===== src/rtl/hyperbus_pkg.sv =====
// Shared types and default constants for the HyperBus read-strobe delay calibration.
package hyperbus_pkg;

  typedef enum logic [2:0] {
    IDLE,
    SETTLE,
    REQ,
    WAIT,
    EVAL,
    PICK,
    DONE
  } calib_state_e;

  localparam int unsigned NumTapsC       = 4;
  localparam int unsigned DataWidthC     = 16;
  localparam int unsigned SamplesPerTapC = 4;
  localparam int unsigned SettleCyclesC  = 8;
  localparam int unsigned TimeoutCyclesC = 64;
  localparam int unsigned IdxW           = 6;

  localparam logic [15:0] PatternC      = 16'hA55A;
  localparam logic [31:0] DefaultDelayC = '0;

endpackage


===== src/rtl/hyperbus_delay_calib_if.sv =====
// Training-read request and read-data return path between calibrator and read datapath.
interface hyperbus_delay_calib_if
  import hyperbus_pkg::*;
#(
  parameter int unsigned DataWidth = DataWidthC
);
  logic                 req_valid;
  logic                 req_ready;
  logic                 rdata_valid;
  logic [DataWidth-1:0] rdata;

  modport master (output req_valid, input req_ready, rdata_valid, rdata);
  modport slave  (input req_valid, output req_ready, rdata_valid, rdata);
endinterface


===== src/rtl/hyperbus_calib_window.sv =====
// Combinational longest-run-of-ones finder; ties resolve to the lowest start index.
module hyperbus_calib_window
  import hyperbus_pkg::*;
#(
  parameter int unsigned NumTaps = NumTapsC
) (
  input  logic [NumTaps-1:0] win,
  output logic               found,
  output logic [IdxW-1:0]    start,
  output logic [IdxW-1:0]    len,
  output logic [IdxW-1:0]    centre
);

  logic [IdxW-1:0] run_start;
  logic [IdxW-1:0] run_len;

  always_comb begin
    found     = 1'b0;
    start     = '0;
    len       = '0;
    run_start = '0;
    run_len   = '0;
    for (int unsigned i = 0; i < NumTaps; i++) begin
      if (win[i]) begin
        if (run_len == '0) run_start = IdxW'(i);
        run_len = run_len + IdxW'(1);
        // Strictly greater keeps the earliest run on equal lengths.
        if (run_len > len) begin
          start = run_start;
          len   = run_len;
        end
      end else begin
        run_len = '0;
      end
    end
    found  = (len != '0);
    centre = start + ((len - IdxW'(1)) >> 1);
  end

endmodule


===== src/rtl/hyperbus_delay_calib.sv =====
// Sweeps the RWDS delay tap, samples a training word per tap and programs the centre of the widest passing window.
module hyperbus_delay_calib
  import hyperbus_pkg::*;
#(
  parameter int unsigned          NumTaps       = NumTapsC,
  parameter int unsigned          DataWidth     = DataWidthC,
  parameter logic [DataWidth-1:0] Pattern       = DataWidth'(PatternC),
  parameter int unsigned          SamplesPerTap = SamplesPerTapC,
  parameter int unsigned          SettleCycles  = SettleCyclesC,
  parameter int unsigned          TimeoutCycles = TimeoutCyclesC,
  parameter logic [31:0]          DefaultDelay  = DefaultDelayC
) (
  input  logic                   clk_i,
  input  logic                   rst_ni,
  input  logic                   start_i,
  output logic                   busy_o,
  output logic                   done_o,
  output logic                   fail_o,
  output logic [31:0]            delay_o,
  output logic [NumTaps-1:0]     win_o,
  hyperbus_delay_calib_if.master rd
);

  calib_state_e state_q, state_d;
  logic [4:0]   tap_q, tap_d;
  logic [7:0]   samp_q, samp_d;
  logic [15:0]  settle_q, settle_d;
  logic [15:0]  tmo_q, tmo_d;
  logic         pass_q, pass_d;
  logic         busy_d, done_d, fail_d, req_valid_d;
  logic [31:0]  delay_d;
  logic [NumTaps-1:0] win_d;

  logic            win_found;
  logic [IdxW-1:0] win_start, win_len, win_centre;
  logic            win_unused;

  hyperbus_calib_window #(.NumTaps(NumTaps)) u_window (
    .win    (win_o),
    .found  (win_found),
    .start  (win_start),
    .len    (win_len),
    .centre (win_centre)
  );

  assign win_unused = ^{win_start, win_len};

  always_comb begin
    state_d     = state_q;
    tap_d       = tap_q;
    samp_d      = samp_q;
    settle_d    = settle_q;
    tmo_d       = tmo_q;
    pass_d      = pass_q;
    busy_d      = busy_o;
    done_d      = 1'b0;
    fail_d      = fail_o;
    req_valid_d = rd.req_valid;
    delay_d     = delay_o;
    win_d       = win_o;
    unique case (state_q)
      IDLE: begin
        if (start_i) begin
          state_d  = SETTLE;
          tap_d    = '0;
          delay_d  = '0;
          win_d    = '0;
          fail_d   = 1'b0;
          busy_d   = 1'b1;
          samp_d   = '0;
          settle_d = '0;
          pass_d   = 1'b1;
        end
      end
      SETTLE: begin
        if (settle_q == 16'(SettleCycles - 1)) begin
          state_d     = REQ;
          req_valid_d = 1'b1;
        end else begin
          settle_d = settle_q + 16'd1;
        end
      end
      REQ: begin
        if (rd.req_ready) begin
          state_d     = WAIT;
          req_valid_d = 1'b0;
          tmo_d       = '0;
        end
      end
      WAIT: begin
        if (rd.rdata_valid) begin
          if (rd.rdata != Pattern) pass_d = 1'b0;
          samp_d  = samp_q + 8'd1;
          state_d = EVAL;
        end else if (tmo_q == 16'(TimeoutCycles - 1)) begin
          pass_d  = 1'b0;
          samp_d  = samp_q + 8'd1;
          state_d = EVAL;
        end else begin
          tmo_d = tmo_q + 16'd1;
        end
      end
      EVAL: begin
        if (samp_q < 8'(SamplesPerTap)) begin
          state_d     = REQ;
          req_valid_d = 1'b1;
        end else begin
          for (int unsigned i = 0; i < NumTaps; i++) begin
            if (tap_q == 5'(i)) win_d[i] = pass_q;
          end
          if (tap_q < 5'(NumTaps - 1)) begin
            tap_d    = tap_q + 5'd1;
            delay_d  = 32'(tap_q) + 32'd1;
            settle_d = '0;
            samp_d   = '0;
            pass_d   = 1'b1;
            state_d  = SETTLE;
          end else begin
            state_d = PICK;
          end
        end
      end
      PICK: begin
        if (win_found) begin
          delay_d = 32'(win_centre);
        end else begin
          delay_d = DefaultDelay;
          fail_d  = 1'b1;
        end
        done_d  = 1'b1;
        busy_d  = 1'b0;
        state_d = DONE;
      end
      DONE: begin
        state_d = IDLE;
      end
      default: begin
        state_d = IDLE;
      end
    endcase
  end

  always_ff @(posedge clk_i) begin
    if (!rst_ni) begin
      state_q      <= IDLE;
      tap_q        <= '0;
      samp_q       <= '0;
      settle_q     <= '0;
      tmo_q        <= '0;
      pass_q       <= 1'b1;
      busy_o       <= 1'b0;
      done_o       <= 1'b0;
      fail_o       <= 1'b0;
      rd.req_valid <= 1'b0;
      delay_o      <= DefaultDelay;
      win_o        <= '0;
    end else begin
      state_q      <= state_d;
      tap_q        <= tap_d;
      samp_q       <= samp_d;
      settle_q     <= settle_d;
      tmo_q        <= tmo_d;
      pass_q       <= pass_d;
      busy_o       <= busy_d;
      done_o       <= done_d;
      fail_o       <= fail_d;
      rd.req_valid <= req_valid_d;
      delay_o      <= delay_d;
      win_o        <= win_d;
    end
  end

endmodule


===== src/flat_wrapper.sv =====
// flat-port wrapper written by rule: the top's interface ports become plain ports
module hyperbus_delay_calib_flat import hyperbus_pkg::*;
#(
  parameter int unsigned          NumTaps       = NumTapsC,
  parameter int unsigned          DataWidth     = DataWidthC,
  parameter logic [DataWidth-1:0] Pattern       = DataWidth'(PatternC),
  parameter int unsigned          SamplesPerTap = SamplesPerTapC,
  parameter int unsigned          SettleCycles  = SettleCyclesC,
  parameter int unsigned          TimeoutCycles = TimeoutCyclesC,
  parameter logic [31:0]          DefaultDelay  = DefaultDelayC
)
  (clk_i, rst_ni, start_i, busy_o, done_o, fail_o, delay_o, win_o, rd_req_valid, rd_req_ready, rd_rdata_valid, rd_rdata);
  hyperbus_delay_calib_if #(.DataWidth(DataWidth)) rd_i ();
  input  logic clk_i;
  input  logic rst_ni;
  input  logic start_i;
  output logic busy_o;
  output logic done_o;
  output logic fail_o;
  output logic [31:0] delay_o;
  output logic [NumTaps-1:0] win_o;
  output wire logic [$bits(rd_i.req_valid)-1:0] rd_req_valid;
  input wire logic [$bits(rd_i.req_ready)-1:0] rd_req_ready;
  input wire logic [$bits(rd_i.rdata_valid)-1:0] rd_rdata_valid;
  input wire logic [$bits(rd_i.rdata)-1:0] rd_rdata;
  assign rd_req_valid = rd_i.req_valid;
  assign rd_i.req_ready = rd_req_ready;
  assign rd_i.rdata_valid = rd_rdata_valid;
  assign rd_i.rdata = rd_rdata;
  hyperbus_delay_calib #(.NumTaps(NumTaps), .DataWidth(DataWidth), .Pattern(Pattern), .SamplesPerTap(SamplesPerTap), .SettleCycles(SettleCycles), .TimeoutCycles(TimeoutCycles), .DefaultDelay(DefaultDelay)) u_core (.clk_i(clk_i), .rst_ni(rst_ni), .start_i(start_i), .busy_o(busy_o), .done_o(done_o), .fail_o(fail_o), .delay_o(delay_o), .win_o(win_o), .rd(rd_i));
endmodule

===== config.mk =====
export PLATFORM = sky130hd
export DESIGN_NAME = hyperbus_delay_calib_flat
export DESIGN_NICKNAME = d
export VERILOG_FILES = /design/src/rtl/hyperbus_pkg.sv /design/src/rtl/hyperbus_delay_calib_if.sv /design/src/rtl/hyperbus_calib_window.sv /design/src/rtl/hyperbus_delay_calib.sv /design/src/flat_wrapper.sv
export SDC_FILE = /design/constraint.sdc
export NUM_CORES = 1
export LEC_CHECK = 0
export CAP_MARGIN = 20
export CELL_PAD_IN_SITES_DETAIL_PLACEMENT = 0
export CELL_PAD_IN_SITES_GLOBAL_PLACEMENT = 2
export CORE_MARGIN = 2
export CORE_UTILIZATION = 39
export CTS_BUF_LIST = sky130_fd_sc_hd__clkbuf_8
export CTS_CLUSTER_DIAMETER = 80
export DETAILED_ROUTE_END_ITERATION = 8
export DONT_BUFFER_PORTS = 1
export PLACE_DENSITY = 0.87
export SYNTH_ARGS = -nofsm -noshare
export SYNTH_HDL_FRONTEND = slang
export SYNTH_HIERARCHICAL = 1
export SYNTH_SLANG_ARGS = --single-unit

===== constraint.sdc =====
create_clock -name clk_i -period 3.6 [get_ports clk_i]
set_input_delay 0.18 -clock clk_i [delete_from_list [all_inputs] [get_ports clk_i]]
set_output_delay 0.18 -clock clk_i [all_outputs]
set_load 0.005 [all_outputs]

==> After elaboration in Yosys (flattened, before gate mapping) <==
Index checks and enable logic that the tools add are counted.
{ "word_totals": {"ff_bits": 89, "latch_bits": 0, "ramBits": 0, "romBits": 0, "inputBits": 21, "output_inout_bits": 40, "elab_cells": 159, "n_memories": 0} }
{ "classes": {"n_addsub": 10, "mul": 0, "div_mod_pow": 0, "order_cmp": 5, "eq_ne": 27, "n_shift": 0, "muxes": 75, "n_bitwise": 0, "reduce_logical": 27} }
{ "ops": {"columns": ["cell", "count"], "rows": [
  ["two-way mux 16 bit", 7],
  ["two-way mux 6 bit", 18],
  ["two-way mux 32 bit", 3],
  ["one-hot mux 32 bit (3 select lines)", 1],
  ["one-hot mux 16 bit (3 select lines)", 1],
  ["two-way mux 8 bit", 5],
  ["AND reduction 4 bit", 9],
  ["adder 16 x 1 -> 16 bit (second input constant)", 2],
  ["one-hot mux 16 bit (2 select lines)", 1],
  ["one-hot mux 8 bit (3 select lines)", 1],
  ["two-way mux 3 bit", 7],
  ["two-way mux 1 bit", 19],
  ["adder 6 x 1 -> 6 bit (second input constant)", 3],
  ["> comparator 6 bit", 3],
  ["zero test 6 bit", 3],
  ["one-hot mux 3 bit (6 select lines)", 1],
  ["equality test 16 x 3 -> 1 bit (second input constant)", 1],
  ["equality test 16 x 6 -> 1 bit (second input constant)", 1],
  ["!= test 16 bit (second input constant)", 1],
  ["two-way mux 5 bit", 3],
  ["!= test 2 x 1 -> 1 bit (second input constant)", 7],
  ["!= test 2 bit (second input constant)", 7],
  ["nonzero test 3 bit", 4],
  ["equality test 5 x 2 -> 1 bit (second input constant)", 2],
  ["25 further kinds", 34]
]} }

==> Longest topological paths before layout <==
{ "depth": {"depth_word": 15, "depth_mapped": 17, "mapped_depth_nobuf": 17} }

==> By module <==
Netlist, hierarchy kept.
{ "by_module_without_submodules": {"columns": ["module", "n_inst", "cells_each", "area_each_um2", "seq_area_each_um2"], "rows": [
  ["hyperbus_delay_calib", 1, 437, 3493.4, 1261.2],
  ["hyperbus_calib_window", 1, 71, 559.3, 0.0]
]} }

==> Worst setup path before layout <==
OpenSTA, ideal clock, no wires.
{ "synth_timing": {"kind": "register to register", "start": "register u_core.win_o[0]", "end": "register u_core.delay_o[2]", "setup_time_ns": 0.128, "arrival_time_ns": 2.869, "t_required_ns": 3.472, "path_slack_ns": 0.604, "path_stages_with_launch": 17, "path_buffers": 0, "period_less_slack_ns": 2.996, "path_cell_list": "dfxtp_1 > inv_1 > ha_1 > ha_1 > mux2_4 > o21a_1 > inv_1 > ha_1 > xnor2_1 > inv_1 > fa_1 > inv_1 > xnor2_1 > nand3_1 > o21ai_0 > a32oi_1 > nor2_1"} }
{ "synth_via": {"elab_chain_len": 15, "word_cells_on_any_way": 34, "cone_classes": "5 x add/sub; 3 x order compare; 22 x mux; 4 x reduce/logical"} }
{ "synth_lines": {"columns": ["item", "line_no", "source"], "rows": [
  ["from (decl)", "hyperbus_delay_calib.sv:20", "output logic [NumTaps-1:0] win_o,"],
  ["from (signal assigned)", "hyperbus_delay_calib.sv:169", "win_o <= win_d;"],
  ["two-way mux 1 bit (*)", "hyperbus_calib_window.sv:24", "if (win[i]) begin"],
  ["adder 6 x 1 -> 6 bit", "hyperbus_calib_window.sv:26", "run_len = run_len + IdxW'(1);"],
  ["> comparator 6 bit", "hyperbus_calib_window.sv:28", "if (run_len > len) begin"],
  ["two-way mux 6 bit", "hyperbus_calib_window.sv:28", null],
  ["two-way mux 6 bit", "hyperbus_calib_window.sv:24", null],
  ["> comparator 6 bit", "hyperbus_calib_window.sv:28", null],
  ["two-way mux 6 bit", "hyperbus_calib_window.sv:28", null],
  ["two-way mux 6 bit", "hyperbus_calib_window.sv:24", null],
  ["> comparator 6 bit", "hyperbus_calib_window.sv:28", null],
  ["two-way mux 6 bit", "hyperbus_calib_window.sv:28", null],
  ["two-way mux 6 bit (*)", "hyperbus_calib_window.sv:24", null],
  ["via u_core.win_len[1]", "hyperbus_delay_calib.sv:35", "logic [IdxW-1:0] win_start, win_len, win_centre;"],
  ["subtractor 6 x 1 -> 6 bit (*)", "hyperbus_calib_window.sv:37", "centre = start + ((len - IdxW'(1)) >> 1);"],
  ["adder 6 x 5 -> 6 bit (*)", "hyperbus_calib_window.sv:37", null],
  ["via u_core.win_centre[2]", "hyperbus_delay_calib.sv:35", null],
  ["two-way mux 6 bit (*)", "hyperbus_delay_calib.sv:124", "if (win_found) begin"],
  ["one-hot mux 32 bit (3 select lines) (*)", "hyperbus_delay_calib.sv:61", "unique case (state_q)"],
  ["to (signal assigned)", "hyperbus_delay_calib.sv:155", "delay_o <= DefaultDelay;"],
  ["to (signal assigned)", "hyperbus_delay_calib.sv:168", "delay_o <= delay_d;"],
  ["to (decl)", "hyperbus_delay_calib.sv:19", "output logic [31:0] delay_o,"]
]} }
The timed path passes the listed nets; every way through them passes the cells marked *.
A chain may end at the register's enable or synchronous reset.

==> Worst setup path after layout <==
{ "layout_timing": {"start": "register u_core.win_o[1]", "end": "register u_core.delay_o[2]"} }
{ "layout_via": {"word_cells_on_any_way": 27, "cone_classes": "4 x add/sub; 2 x order compare; 18 x mux; 3 x reduce/logical"} }
{ "layout_lines": {"columns": ["item", "line_no"], "rows": [
  ["two-way mux 6 bit", "hyperbus_calib_window.sv:24"],
  ["adder 6 x 1 -> 6 bit", "hyperbus_calib_window.sv:26"],
  ["> comparator 6 bit", "hyperbus_calib_window.sv:28"],
  ["two-way mux 6 bit", "hyperbus_calib_window.sv:28"],
  ["two-way mux 6 bit", "hyperbus_calib_window.sv:24"],
  ["> comparator 6 bit", "hyperbus_calib_window.sv:28"],
  ["two-way mux 6 bit", "hyperbus_calib_window.sv:28"],
  ["two-way mux 6 bit (*)", "hyperbus_calib_window.sv:24"],
  ["via u_core.win_start[0]", "hyperbus_delay_calib.sv:35"],
  ["adder 6 x 5 -> 6 bit (*)", "hyperbus_calib_window.sv:37"],
  ["via u_core.win_centre[2]", "hyperbus_delay_calib.sv:35"],
  ["two-way mux 6 bit (*)", "hyperbus_delay_calib.sv:124"],
  ["one-hot mux 32 bit (3 select lines) (*)", "hyperbus_delay_calib.sv:61"]
]} }
Marked as above.

==> impl_metrics.py <==
metrics = {
    "cts": {
        "postCtsSetupRepairBufs": 0,
        "cts.path.max_buffers": 2,
        "clock_sinks": 63,
        "clkLatencyLatePin_ns": 0.35,
        "cts_root_buffer": "clkbuf_8",
        "hold_buffers": 2,
        "cts_buffers": 9,
        "cts_tree": "yes",
        "postCtsResizedCells": 0,
        "h-tree-depth": 3,
        "clkTransAtPathRegs_ns": 0.08,
    },
    "timing": {
        "setup_violations": 0,
        "tightest_slew_ns": 0.959,
        "rsz0062_at_grt": "no",
        "hold_violations": 0,
        "fin_tns_setup_ns": 0,
        "fin_crit_ns": 3.34,
        "max_freq_ghz": 0.299,
        "skew_ns": 0.0177,
        "finalWorstSetupSlack_ns": 0.259,
        "slew_headroom_pct": 35.5,
        "post-route-period-util_pct": 92.8,
        "report.final.slew_viol_count": 0,
    },
    "floorplanning": {
        "core-area_um2": 9860,
        "die_h_um": 105,
        "die-area_um2": 11100,
        "die-width_um": 105,
        "ios": 61,
        "core.rowCount": 36,
        "start_util_pct": 40.5,
    },
    "cells_and_area": {
        "layout-drive-gt1-share_pct": 7.37,
        "fillers": 986,
        "insertedDiodeCount": 0,
        "final_util_pct": 42.9,
        "area.sequential_um2": 1260,
        "nets": 538,
        "final_cells": 635,
        "syn2layout_area_growth_pct": 6.11,
        "multi_input_area_um2": 2450,
    },
    "setup_path": {
        "cp.required_ns": 3.80,
        "end_kind": "flip-flop",
        "worstPathArrival_ns": 3.55,
        "cp_max_fo": 9,
        "critPathKind": "flip-flop to flip-flop",
        "start_kind": "flip-flop",
    },
    "routing": {
        "wl_mm": 9.49,
        "wire_per_inst_um": 14.9,
        "drcViolationCount": 0,
        "vias_per_cell": 5.48,
        "dr.pass1.iters": 5,
        "via_count": 3479,
        "ant_nets": 0,
        "drtIter0Drc": 218,
    },
    "placement": {
        "place_congestion": 0.889,
        "hpwlAfterDp_mm": 6.75,
        "portBuffers": 0,
        "preCtsSetupSlack_ns": 0.312,
        "dp_cells": 616,
    },
    "pwr": {
        "powerDensity_nw_per_um2": 373,
        "irDropWorstVdd_mv": 0.155,
        "p_leak_nw": 1.49,
    },
    "synthesis": {
        "syn_area_per_cell_um2": 8.00,
        "netlist_area_um2": 3990,
        "synth_warnings": 6,
        "syn_inst": 499,
    },
    "grt": {
        "antenna_found_initial": 0,
        "grt_max_degree": 32,
        "grt_use_total_pct": 17.5,
        "grt_overflow": 0,
        "grt_pass1_wl_mm": 15.8,
        "first_global_vias": 3275,
    },
    "outcome": {
        "status": "finished, final reports clean",
    },
    "run": {
        "max_cap_violations": 0,
    },
    "hold_path": {
        "hp-class": "input port to flip-flop",
    },
}
## power by group
group          total, mW  switching [mW]  internal, mW
registers          0.736          0.0255         0.711
clock network      0.635           0.309         0.327
logic              0.211           0.148        0.0626
## area by class of cell
class / count / share of cell area (%)
timing repair buffer: 9 / 1.77
tap: 133 / 3.93
sequential: 63 / 29.8
clock buffer: 9 / 2.92
multi-input combinational: 393 / 57.9
clock inverter: 7 / 1.89
inverter: 21 / 1.86
## layer usage
metal  share of wire [%]  global-route usage (%)  vias up  wire [µm]
met5                   0                       0        -          0
met4                0.61                    4.48        0         58
met3                 3.5                    4.93        5        335
met2                  47                    27.9       53       4490
met1                  49                    23.1     1641       4610
li1                    -                       -     1780          -
## critical path, stage by stage (launching register included)
cell and delay (ns):
dfxtp_1 0.53, ha_1 0.34, ha_1 0.20, nand2_1 0.08, ha_1 0.30, o2111a_1 0.14
nor3_2 0.19, mux2_2 0.37, ha_1 0.21, inv_1 0.08, fa_1 0.16, inv_1 0.06
xnor2_1 0.12, nand3_1 0.08, o21ai_0 0.08, a32oi_1 0.21, nor2_1 0.06
## layout by cell type, fill, tap and decap left out, types with 13 or more instances in the layout
cell / n
nand2_1: 50
or3_1: 13
o31ai_1: 14
or4_1: 16
nor2_1: 30
o21ai_0: 33
conb_1: 26
ha_1: 19
dfxtp_1: 63
nand3_1: 26
a21oi_1: 37
inv_1: 20
## flip-flops by register name, summed over array words and instances (netlist names)
register	cells
u_core/busy_o	1
u_core/delay_o	6
u_core/done_o	1
u_core/fail_o	1
u_core/pass_q	1
u_core/rd.req_valid	1
u_core/samp_q	8
u_core/settle_q	16
u_core/state_q	3
u_core/tap_q	5
u_core/tmo_q	16
u_core/win_o	4
## stage by stage
stage	power, mW	hold slack [ns]	area (µm²)
floorplan	0.926	0.365	4090
global placement	0.957	0.335	4000
detailed placement	0.957	0.343	4000
CTS	1.60	0.000566	4230
global route	1.66	0.0228	4240
finish	1.58	0.0243	4240
## final timing paths
check	slack, ns	cells past startpoint	startpoint	to
worst max register to register	0.26	16	u_core/win_o[1]	u_core/delay_o[2]
worst min register to register	0.49	1	u_core/tap_q[3]	u_core/tap_q[3]
worst min-delay path	0.02	2	rst_ni	u_core/samp_q[7]
worst max-delay path	0.26	16	u_core/win_o[1]	u_core/delay_o[2]
(Power assumes the default switching activity.)
